[src/rtl/mem_copy_master.sv]
`default_nettype none
// +----------------------------------------------------------------------------+
// | Module     : mem_copy_master                                               |
// | Description: Bus master that copies LEN words from SRC to DST, one read     |
// |              then one write per word (3 cycles/word).                      |
// |              Optional abort input enabled by macro MEM_COPY_ABORT_EN.      |
// | Revision   : 1.0 - initial release                                         |
// +----------------------------------------------------------------------------+
module mem_copy_master #(
  parameter int ADDR_W = 16,
  parameter int DATA_W = 16,
  parameter int LEN_W  = 16
) (
  input  logic              clk,
  input  logic              reset,
  input  logic              start,
  input  logic [ADDR_W-1:0] src_addr,
  input  logic [ADDR_W-1:0] dst_addr,
  input  logic [LEN_W-1:0]  len,
  output logic              busy,
  output logic              done,
  output logic [LEN_W-1:0]  words_left,
  output logic [ADDR_W-1:0] mem_addr,
  output logic              mem_rd_en,
  output logic              mem_wr_en,
  output logic [DATA_W-1:0] mem_wr_data,
  input  logic [DATA_W-1:0] mem_rd_data
`ifdef MEM_COPY_ABORT_EN
  ,
  input  logic              abort
`endif
);

  typedef enum logic [2:0] {
    S_IDLE = 3'd0,
    S_RD   = 3'd1,
    S_WAIT = 3'd2,
    S_WR   = 3'd3,
    S_DONE = 3'd4
  } state_t;

  localparam logic [LEN_W-1:0]  c_len_one  = LEN_W'(1);
  localparam logic [ADDR_W-1:0] c_addr_one = ADDR_W'(1);

  state_t              r_state;
  logic [ADDR_W-1:0]   r_src;
  logic [ADDR_W-1:0]   r_dst;
  logic [LEN_W-1:0]    r_words;
  logic [ADDR_W-1:0]   r_addr;
  logic                r_rd;
  logic                r_wr;
  logic [DATA_W-1:0]   r_wdata;
  logic                r_busy;
  logic                r_done;

  state_t              w_nxt_state;
  logic [ADDR_W-1:0]   w_nxt_src;
  logic [ADDR_W-1:0]   w_nxt_dst;
  logic [LEN_W-1:0]    w_nxt_words;
  logic [ADDR_W-1:0]   w_nxt_addr;
  logic                w_nxt_rd;
  logic                w_nxt_wr;
  logic [DATA_W-1:0]   w_nxt_wdata;
  logic                w_nxt_busy;
  logic                w_nxt_done;
  logic                w_abort;

`ifdef MEM_COPY_ABORT_EN
  assign w_abort = abort;
`else
  assign w_abort = 1'b0;
`endif

  always_ff @(posedge clk or posedge reset) begin
    if (reset) begin
      r_state <= S_IDLE;
      r_src   <= '0;
      r_dst   <= '0;
      r_words <= '0;
      r_addr  <= '0;
      r_rd    <= 1'b0;
      r_wr    <= 1'b0;
      r_wdata <= '0;
      r_busy  <= 1'b0;
      r_done  <= 1'b0;
    end else begin
      r_state <= w_nxt_state;
      r_src   <= w_nxt_src;
      r_dst   <= w_nxt_dst;
      r_words <= w_nxt_words;
      r_addr  <= w_nxt_addr;
      r_rd    <= w_nxt_rd;
      r_wr    <= w_nxt_wr;
      r_wdata <= w_nxt_wdata;
      r_busy  <= w_nxt_busy;
      r_done  <= w_nxt_done;
    end
  end

  // Next-state logic also computes the next value of every output register,
  // so each output reflects the state being entered on the same edge.
  always_comb begin
    w_nxt_state = r_state;
    w_nxt_src   = r_src;
    w_nxt_dst   = r_dst;
    w_nxt_words = r_words;
    w_nxt_addr  = r_addr;
    w_nxt_rd    = 1'b0;
    w_nxt_wr    = 1'b0;
    w_nxt_wdata = r_wdata;
    w_nxt_busy  = r_busy;
    w_nxt_done  = 1'b0;
    case (r_state)
      S_IDLE: begin
        if (start) begin
          w_nxt_words = len;
          if (len != '0) begin
            w_nxt_state = S_RD;
            w_nxt_src   = src_addr;
            w_nxt_dst   = dst_addr;
            w_nxt_addr  = src_addr;
            w_nxt_rd    = 1'b1;
            w_nxt_busy  = 1'b1;
          end else begin
            w_nxt_state = S_DONE;
            w_nxt_done  = 1'b1;
            w_nxt_busy  = 1'b0;
          end
        end
      end
      S_RD: begin
        if (w_abort) begin
          w_nxt_state = S_DONE;
          w_nxt_done  = 1'b1;
          w_nxt_busy  = 1'b0;
        end else begin
          w_nxt_state = S_WAIT;
        end
      end
      S_WAIT: begin
        // Responder data is valid during WAIT; capture it for the write.
        if (w_abort) begin
          w_nxt_state = S_DONE;
          w_nxt_done  = 1'b1;
          w_nxt_busy  = 1'b0;
        end else begin
          w_nxt_state = S_WR;
          w_nxt_addr  = r_dst;
          w_nxt_wr    = 1'b1;
          w_nxt_wdata = mem_rd_data;
        end
      end
      S_WR: begin
        w_nxt_words = r_words - c_len_one;
        w_nxt_src   = r_src + c_addr_one;
        w_nxt_dst   = r_dst + c_addr_one;
        if ((r_words == c_len_one) || w_abort) begin
          w_nxt_state = S_DONE;
          w_nxt_done  = 1'b1;
          w_nxt_busy  = 1'b0;
        end else begin
          w_nxt_state = S_RD;
          w_nxt_addr  = r_src + c_addr_one;
          w_nxt_rd    = 1'b1;
        end
      end
      S_DONE: begin
        w_nxt_state = S_IDLE;
        w_nxt_busy  = 1'b0;
      end
      default: begin
        w_nxt_state = S_IDLE;
        w_nxt_busy  = 1'b0;
      end
    endcase
  end

  assign busy        = r_busy;
  assign done        = r_done;
  assign words_left  = r_words;
  assign mem_addr    = r_addr;
  assign mem_rd_en   = r_rd;
  assign mem_wr_en   = r_wr;
  assign mem_wr_data = r_wdata;

endmodule
`default_nettype wire

[config.mk]
export PLATFORM = sky130hd
export DESIGN_NAME = mem_copy_master
export DESIGN_NICKNAME = d
export VERILOG_FILES = /design/src/rtl/mem_copy_master.sv
export SDC_FILE = /design/constraint.sdc
export NUM_CORES = 1
export LEC_CHECK = 0
export CORE_ASPECT_RATIO = 0.6
export CORE_MARGIN = 3
export CORE_UTILIZATION = 42
export DETAILED_ROUTE_END_ITERATION = 16
export PLACE_DENSITY = 0.82
export SLEW_MARGIN = 20
export SYNTH_ARGS = -nofsm -noshare
export SYNTH_HDL_FRONTEND = slang
export SYNTH_SLANG_ARGS = --single-unit
[constraint.sdc]
create_clock -name clk -period 2.5 [get_ports clk]
set_input_delay 0.375 -clock clk [delete_from_list [all_inputs] [get_ports clk]]
set_output_delay 0.375 -clock clk [all_outputs]
set_load 0.005 [all_outputs]
==> flow_summary.json <==
{
  "outcome": "finished clean",
  "grt_max_degree": 46,
  "grt_pass1_vias": 4340,
  "antenna_found_initial": 0,
  "worstPathMaxFanout": 17,
  "start_kind": "flip-flop",
  "h-tree-depth": 3,
  "n_antenna_cell": 0,
  "period_needed_ps": 2355,
  "dr.pass1.iters": 6,
  "numCtsBuffers": 9,
  "fp.dieArea_um2": 12820,
  "skew_ps": 7.859,
  "p_per_area_nw_per_um2": 1273,
  "rsz0062_at_grt": "no",
  "syn-num-nets": 572,
  "fp.dieW_um": 144.2,
  "use_met3_pct": 6.734,
  "vias": 4670,
  "pin_count": 119,
  "drtAntennaViolNets": 0,
  "syn_area_um2": 4811,
  "wire_per_inst_um": 18.66,
  "arrival_ps": 2580,
  "core_area_um2": 10850,
  "synth_edf_count": 0,
  "final-hold-violation-count": 0,
  "drc": 0,
  "dp_cells": 761,
  "gr-usage-met1_pct": 35.23,
  "async_reset_ff_share_pct": 100.0,
  "finalCritPeriodShare_pct": 94.21,
  "routed_wl_mm": 14.50,
  "ir_worst_vdd_mv": 0.6061,
  "nNetsFinal": 704,
  "area_delta_synth_final_pct": 37.17,
  "insertion_delay_ps": 340,
  "chipHeight_um": 88.90,
  "ys_ff_latch": 87,
  "port_buffers": 118,
  "viasPerCell": 6.010,
  "clock.fmax_ghz": 0.4246,
  "synth_cell_types": 62,
  "fin_setup_tns_ps": 0,
  "clk_pin_slew_ps": 70,
  "cts_tree": "done",
  "synthFlopType": "dfrtp_1",
  "hold_class": "input port to asynchronous set/reset pin",
  "place_area_um2": 6306,
  "netlist_instances": 501,
  "yosys_warnings": 0,
  "avgSynthCellArea_um2": 9.603,
  "setup_violations": 0,
  "gp_congestion": 1.001,
  "cap_violations": 0,
  "start_util_pct": 44.34,
  "grt_busiest_layer": "met1",
  "grt_pass1_wl_mm": 23.03,
  "dp.final_hpwl_mm": 11.06,
  "cts_max_path_buffers": 2,
  "grt.overflow.total": 0,
  "final.fill_count": 865,
  "p_leak_uw": 0.002640,
  "rows": 29,
  "drive_gt1_share_pct": 15.05,
  "clock_sinks": 87,
  "layoutNonFillerInstCount": 777,
  "slew_headroom_pct": 29.73,
  "maxSlewViolCount": 0,
  "grtUsageMet2_pct": 32.07,
  "yosysSeqAreaShare_pct": 45.25,
  "clockRootBuffer": "clkbuf_16",
  "grt_use_total_pct": 23.14,
  "worst_pin_slew_ps": 1051,
  "critPathRequiredTime_ps": 2730,
  "stdcell_area_um2": 6599,
  "post_cts.repair.setup_buffers": 0,
  "drtIter0Drc": 650,
  "end_kind": "flip-flop",
  "crit_type": "flip-flop to flip-flop"
}
[state kept, by name, indices dropped and copies added, names as in the netlist]
name / flops
mem_addr: 16
mem_wr_data: 16
r_dst: 16
r_src: 16
words_left: 16
r_state: 3
busy: 1
done: 1
mem_rd_en: 1
mem_wr_en: 1
[cells in the mapped netlist, types with 3 or more instances]
| cell | instances | area [um2] |
|---|---|---|
| dfrtp_1 | 87 | 2177 |
| nor2_1 | 46 | 172.7 |
| nand2_1 | 42 | 157.7 |
| a21oi_1 | 31 | 155.2 |
| o21ai_0 | 30 | 150.1 |
| nand3_1 | 28 | 140.1 |
| clkbuf_1 | 23 | 86.33 |
| mux2_2 | 23 | 259.0 |
| inv_1 | 16 | 60.06 |
| nor3_1 | 14 | 70.07 |
| nand4_1 | 12 | 75.07 |
| a211oi_1 | 10 | 75.07 |
| a311oi_1 | 9 | 78.83 |
| nor4_1 | 9 | 56.30 |
| o211ai_1 | 9 | 67.56 |
| xnor2_1 | 9 | 78.83 |
| mux2i_1 | 7 | 70.07 |
| and3_1 | 6 | 37.54 |
| mux2_4 | 6 | 90.09 |
| o22ai_1 | 6 | 37.54 |
| buf_6 | 5 | 56.30 |
| o311ai_0 | 5 | 43.79 |
| a31oi_1 | 4 | 25.02 |
| and4_1 | 4 | 35.03 |
| ha_1 | 4 | 50.05 |
| nand2b_1 | 4 | 25.02 |
| o221a_2 | 4 | 45.04 |
| buf_2 | 3 | 15.01 |
| or4_1 | 3 | 22.52 |
| xor2_1 | 3 | 26.28 |
[kinds of logic after synthesis]
| group | after synthesis | share of synthesized area [%] |
|---|---|---|
| fa+ha+maj | 4 | 1.040 |
| xor+xnor | 12 | 2.185 |
| compound gates | 129 | 17.97 |
| simple gates | 184 | 19.64 |
| flops | 87 | 45.25 |
| mux | 36 | 8.713 |
| buf+inv | 49 | 5.201 |
[final timing paths]
kind                                         endpoint  cells after the start                  startpoint  slack [ps]
min                           mem_addr[3]$_DFFE_PP0P_                      2                       reset         510
min reg2reg                mem_wr_data[9]$_DFFE_PP0N_                      1  mem_wr_data[9]$_DFFE_PP0N_         510
min in group clk           mem_wr_data[9]$_DFFE_PP0N_                      1  mem_wr_data[9]$_DFFE_PP0N_         510
max in group asynchronous  mem_wr_data[8]$_DFFE_PP0N_                      3                       reset        1380
max                          mem_addr[13]$_DFFE_PP0P_                      4      r_state[2]$_DFFE_PP0N_         140
max reg2reg                  mem_addr[13]$_DFFE_PP0P_                      4      r_state[2]$_DFFE_PP0N_         140
[area by class of cell]
class | instances | area, um2 | share of cell area, %
Clock buffer | 11 | 252.7 | 3.830
Clock inverter | 5 | 40.04 | 0.6067
Inverter | 16 | 63.81 | 0.9670
Multi-Input combinational cell | 365 | 2390 | 36.22
Sequential cell | 87 | 2177 | 32.99
Tap cell | 139 | 173.9 | 2.636
Timing Repair Buffer | 154 | 1501 | 22.75
[critical path: stages (launching register included)]
cell	delay [ps]
dfrtp_1	550
and3b_1	280
and4_4	190
nor3_4	800
mux2_2	420
[report_power, final]
part | switching [uW] | internal, uW
Clock | 563 | 734
Combinational | 2030 | 2240
Sequential | 739 | 2100
[metrics by stage]
step	total power [uW]	utilization (%)	setup slack, ps	hold slack [ps]
finish	8399	60.82	144.6	507.7
global route	8981	60.82	40.09	524.7
CTS	8376	60.82	104.9	512.0
detailed placement	7032	58.12	-80.15	496.9
global placement	6881	58.12	-24.60	488.3
floorplan	5172	-	251.0	454.3
[placed cells by master, fill, tap and decap left out, drive strengths merged, types with 4 or more instances in the layout]
master,synthesis,final
clkinvlp,0,4
nand2b,4,4
xnor2,9,9
o211ai,9,9
dfrtp,87,87
clkdlybuf4s50,0,118
o21ai,30,30
o311ai,5,5
inv,16,17
a311oi,9,9
o221a,4,4
nand2,42,42
a211oi,10,10
o22ai,6,6
mux2,29,29
nor2,46,46
a31oi,4,4
nand3,28,28
ha,4,4
buf,9,36
nor4,10,10
and4,5,5
nor3,15,15
nand4,12,12
or4,5,5
clkbuf,23,11
a21oi,31,31
mux2i,7,7
and3,6,6
[timing repair]
item                       4_1_cts  5_1_grt
resized for setup                0        0
setup endpoints to repair        0        1
hold buffers                     0        0
[layer usage]
| layer | vias to the layer above | wire length [um] |
|---|---|---|
| li1 | 2137 | - |
| met5 | - | 0 |
| met3 | 31 | 1705 |
| met1 | 2219 | 6633 |
| met2 | 283 | 5902 |
| met4 | 0 | 253 |
Note: power is estimated with default switching activity, not from simulation.
==> edit: new RTL, config.mk and constraints unchanged <==
`ADDR_W`: 16 -> 15.
--- a/src/rtl/mem_copy_master.sv
+++ b/src/rtl/mem_copy_master.sv
@@ -7,7 +7,7 @@
 // | Revision   : 1.0 - initial release                                         |
 // +----------------------------------------------------------------------------+
 module mem_copy_master #(
-  parameter int ADDR_W = 16,
+  parameter int ADDR_W = 15,
   parameter int DATA_W = 16,
   parameter int LEN_W  = 16
 ) (
Ports: changed (resized dst_addr, mem_addr and src_addr); port bits go from 119 to 116. The function was not compared with the original's and may differ.
==> edit against the original RTL <==
Synthesized area shrank 4.5%; sequential cell count shrank 3; final area shrank 4.6%; setup slack gained 0.19 ns; global-route usage grew 0.87 points; wire length shrank 1.1%; via count shrank 4.7%; total power shrank 4.1%; critical path type unchanged; critical endpoint is now words_left[11].
==> edit: results (changes against the original RTL) <==
synthesis:
  yosys.cell_types.count: 70  # was 62
  synth_top_cells_by_area: "sky130_fd_sc_hd__dfrtp_1, sky130_fd_sc_hd__nand2_1, sky130_fd_sc_hd__mux2_2"  # was sky130_fd_sc_hd__dfrtp_1, sky130_fd_sc_hd__mux2_2, sky130_fd_sc_hd__nor2_1
  mappedNetlistNets: 551  # was 572
  synth.yosys.seq_area_share_pct: 45.7  # was 45.3%
  yosys_warnings: 0  # unchanged
  synth_top_cells_by_count: "sky130_fd_sc_hd__dfrtp_1, sky130_fd_sc_hd__nand2_1, sky130_fd_sc_hd__a21oi_1, sky130_fd_sc_hd__nor2_1, sky130_fd_sc_hd__o21ai_0"  # was sky130_fd_sc_hd__dfrtp_1, sky130_fd_sc_hd__nor2_1, sky130_fd_sc_hd__nand2_1, sky130_fd_sc_hd__a21oi_1, sky130_fd_sc_hd__o21ai_0
placement:
  place.detailed.hpwl_mm: 10.7  # was 11.1 mm
  routabilityCongestion: 0.937  # was 1.00
  port_bufs: 115  # was 118
  detailedPlace.worstSlack_ns: 0.126  # was -0.0801 ns
power_and_ir_drop:
  total_leakage_power_uw: 0.00250  # was 0.00264 uW
  clock_power_share_pct: 17.0  # was 15.5%
  switching_power_as_a_share_of_total_power_pct: 39.7  # was 39.6%
  vdd_ir_drop_max_uv: 542  # was 606 uV
  power_in_combinational_cells_uw: 3940  # was 4270 uW
global_routing:
  met3_usage_pct: 7.19  # was 6.73%
  grt_first_pass_wirelength_mm: 23.3  # was 23.0 mm
  grt_max_degree: 43  # was 46
  use_met1_pct: 34.7  # was 35.2%
  vias_in_the_first_global_route: 4399  # was 4340
  grtUsageTotal_pct: 24.0  # was 23.1%
  globalRouteMet2Util_pct: 35.6  # was 32.1%
drt:
  detail_route.wirelength.met1_mm: 6.22  # was 6.63 mm
  per_cell_routed_wire_length_um: 19.4  # was 18.7 um
  avgViaCountPerCell: 6.01  # about the same
  route.met3.wl_mm: 1.57  # was 1.71 mm
  drt-initial-drc-count: 586  # was 650
  wl_met2_mm: 6.36  # was 5.90 mm
  drt_pre_antenna_iters: 5  # was 6
critical_path:
  critical-path-slowest-cell: "sky130_fd_sc_hd__or4_1"  # was sky130_fd_sc_hd__nor3_4
  critPathArrivalTime_ns: 2.36  # was 2.58 ns
  slowest_delay_ns: 0.59  # was 0.80 ns
  setup.worst_path.end: "words_left[11]"  # was mem_addr[13]
  rr_worst_depth: 5  # was 4
  maximum_fanout_encountered_on_the_critical_timing_path: 12  # was 17
final_layout:
  layout-drive-gt1-share_pct: 13.1  # was 15.0%
  final_net_count: 669  # was 704
  antenna-diode-count: 0  # unchanged
clocking:
  cts_resized: 0  # unchanged
  clock_path_buffers: 2  # unchanged
  clkLatencyLatePin_ns: 0.34  # about the same
  numCtsBuffers: 9  # unchanged
sta:
  worstMarginPinSlew_ns: 0.642  # was 1.05 ns
  postLayoutSetupSlackWorst_ns: 0.334  # was 0.145 ns
  finalClockSkew_ns: 0.00600  # was 0.00786 ns
  finalSetupViolations: 0  # unchanged
outcome:
  run_status: "completed"  # unchanged
-- edit: cell count changes after synthesis, moves of 6 or more --
cell / unedited run / this run
sky130_fd_sc_hd__buf_2: 3 / 12
sky130_fd_sc_hd__clkbuf_1: 23 / 15
sky130_fd_sc_hd__inv_1: 16 / 8
sky130_fd_sc_hd__mux2_2: 23 / 16
sky130_fd_sc_hd__mux2_4: 6 / 0
sky130_fd_sc_hd__nand2_1: 42 / 61
sky130_fd_sc_hd__nor2_1: 46 / 31
sky130_fd_sc_hd__nor4_1: 9 / 2
sky130_fd_sc_hd__nor4_2: 0 / 6
-- edit: worst reg2reg max path: cells and delay by family (launching register included) --
family          cells  cell delay [ns]
compound gates      2             0.40
simple gates        3             1.14
flops               1             0.47
-- edit: layout make-up --
| type | instances | area (sq um) |
|---|---|---|
| fill | 828 | 3970 |
| multi-input combinational | 358 | 2310 |
| tap | 135 | 169 |
| sequential | 84 | 2100 |
| clock inverter | 4 | 47.5 |
| timing repair buffer | 138 | 1370 |
| clock buffer | 12 | 256 |
| inverter | 9 | 37.5 |
-- edit: metrics by stage --
stage | utilization, % | total power (uW) | area (sq um) | instances | hold slack, ns
5_1_grt | 61.3 | 8590 | 6300 | 740 | 0.509
3_3_place_gp | 58.4 | 6430 | 5990 | 724 | 0.467
4_1_cts | 61.3 | 8020 | 6300 | 740 | 0.486
3_5_place_dp | 58.4 | 6630 | 5990 | 724 | 0.467
2_1_floorplan | - | 4790 | 4600 | 482 | 0.473
6_report | 61.3 | 8050 | 6300 | 740 | 0.461
-- edit: cells by family after synthesis --
logic type,after synthesis,share of synthesized area [%]
AND/OR/NAND/NOR,192,22.5
AO/OA/AOI/OAI,131,19.8
flip-flops,84,45.7
buffers and inverters,40,4.00
multiplexers,19,4.60
XOR/XNOR,12,2.29
adder cells (fa/ha/maj),4,1.09
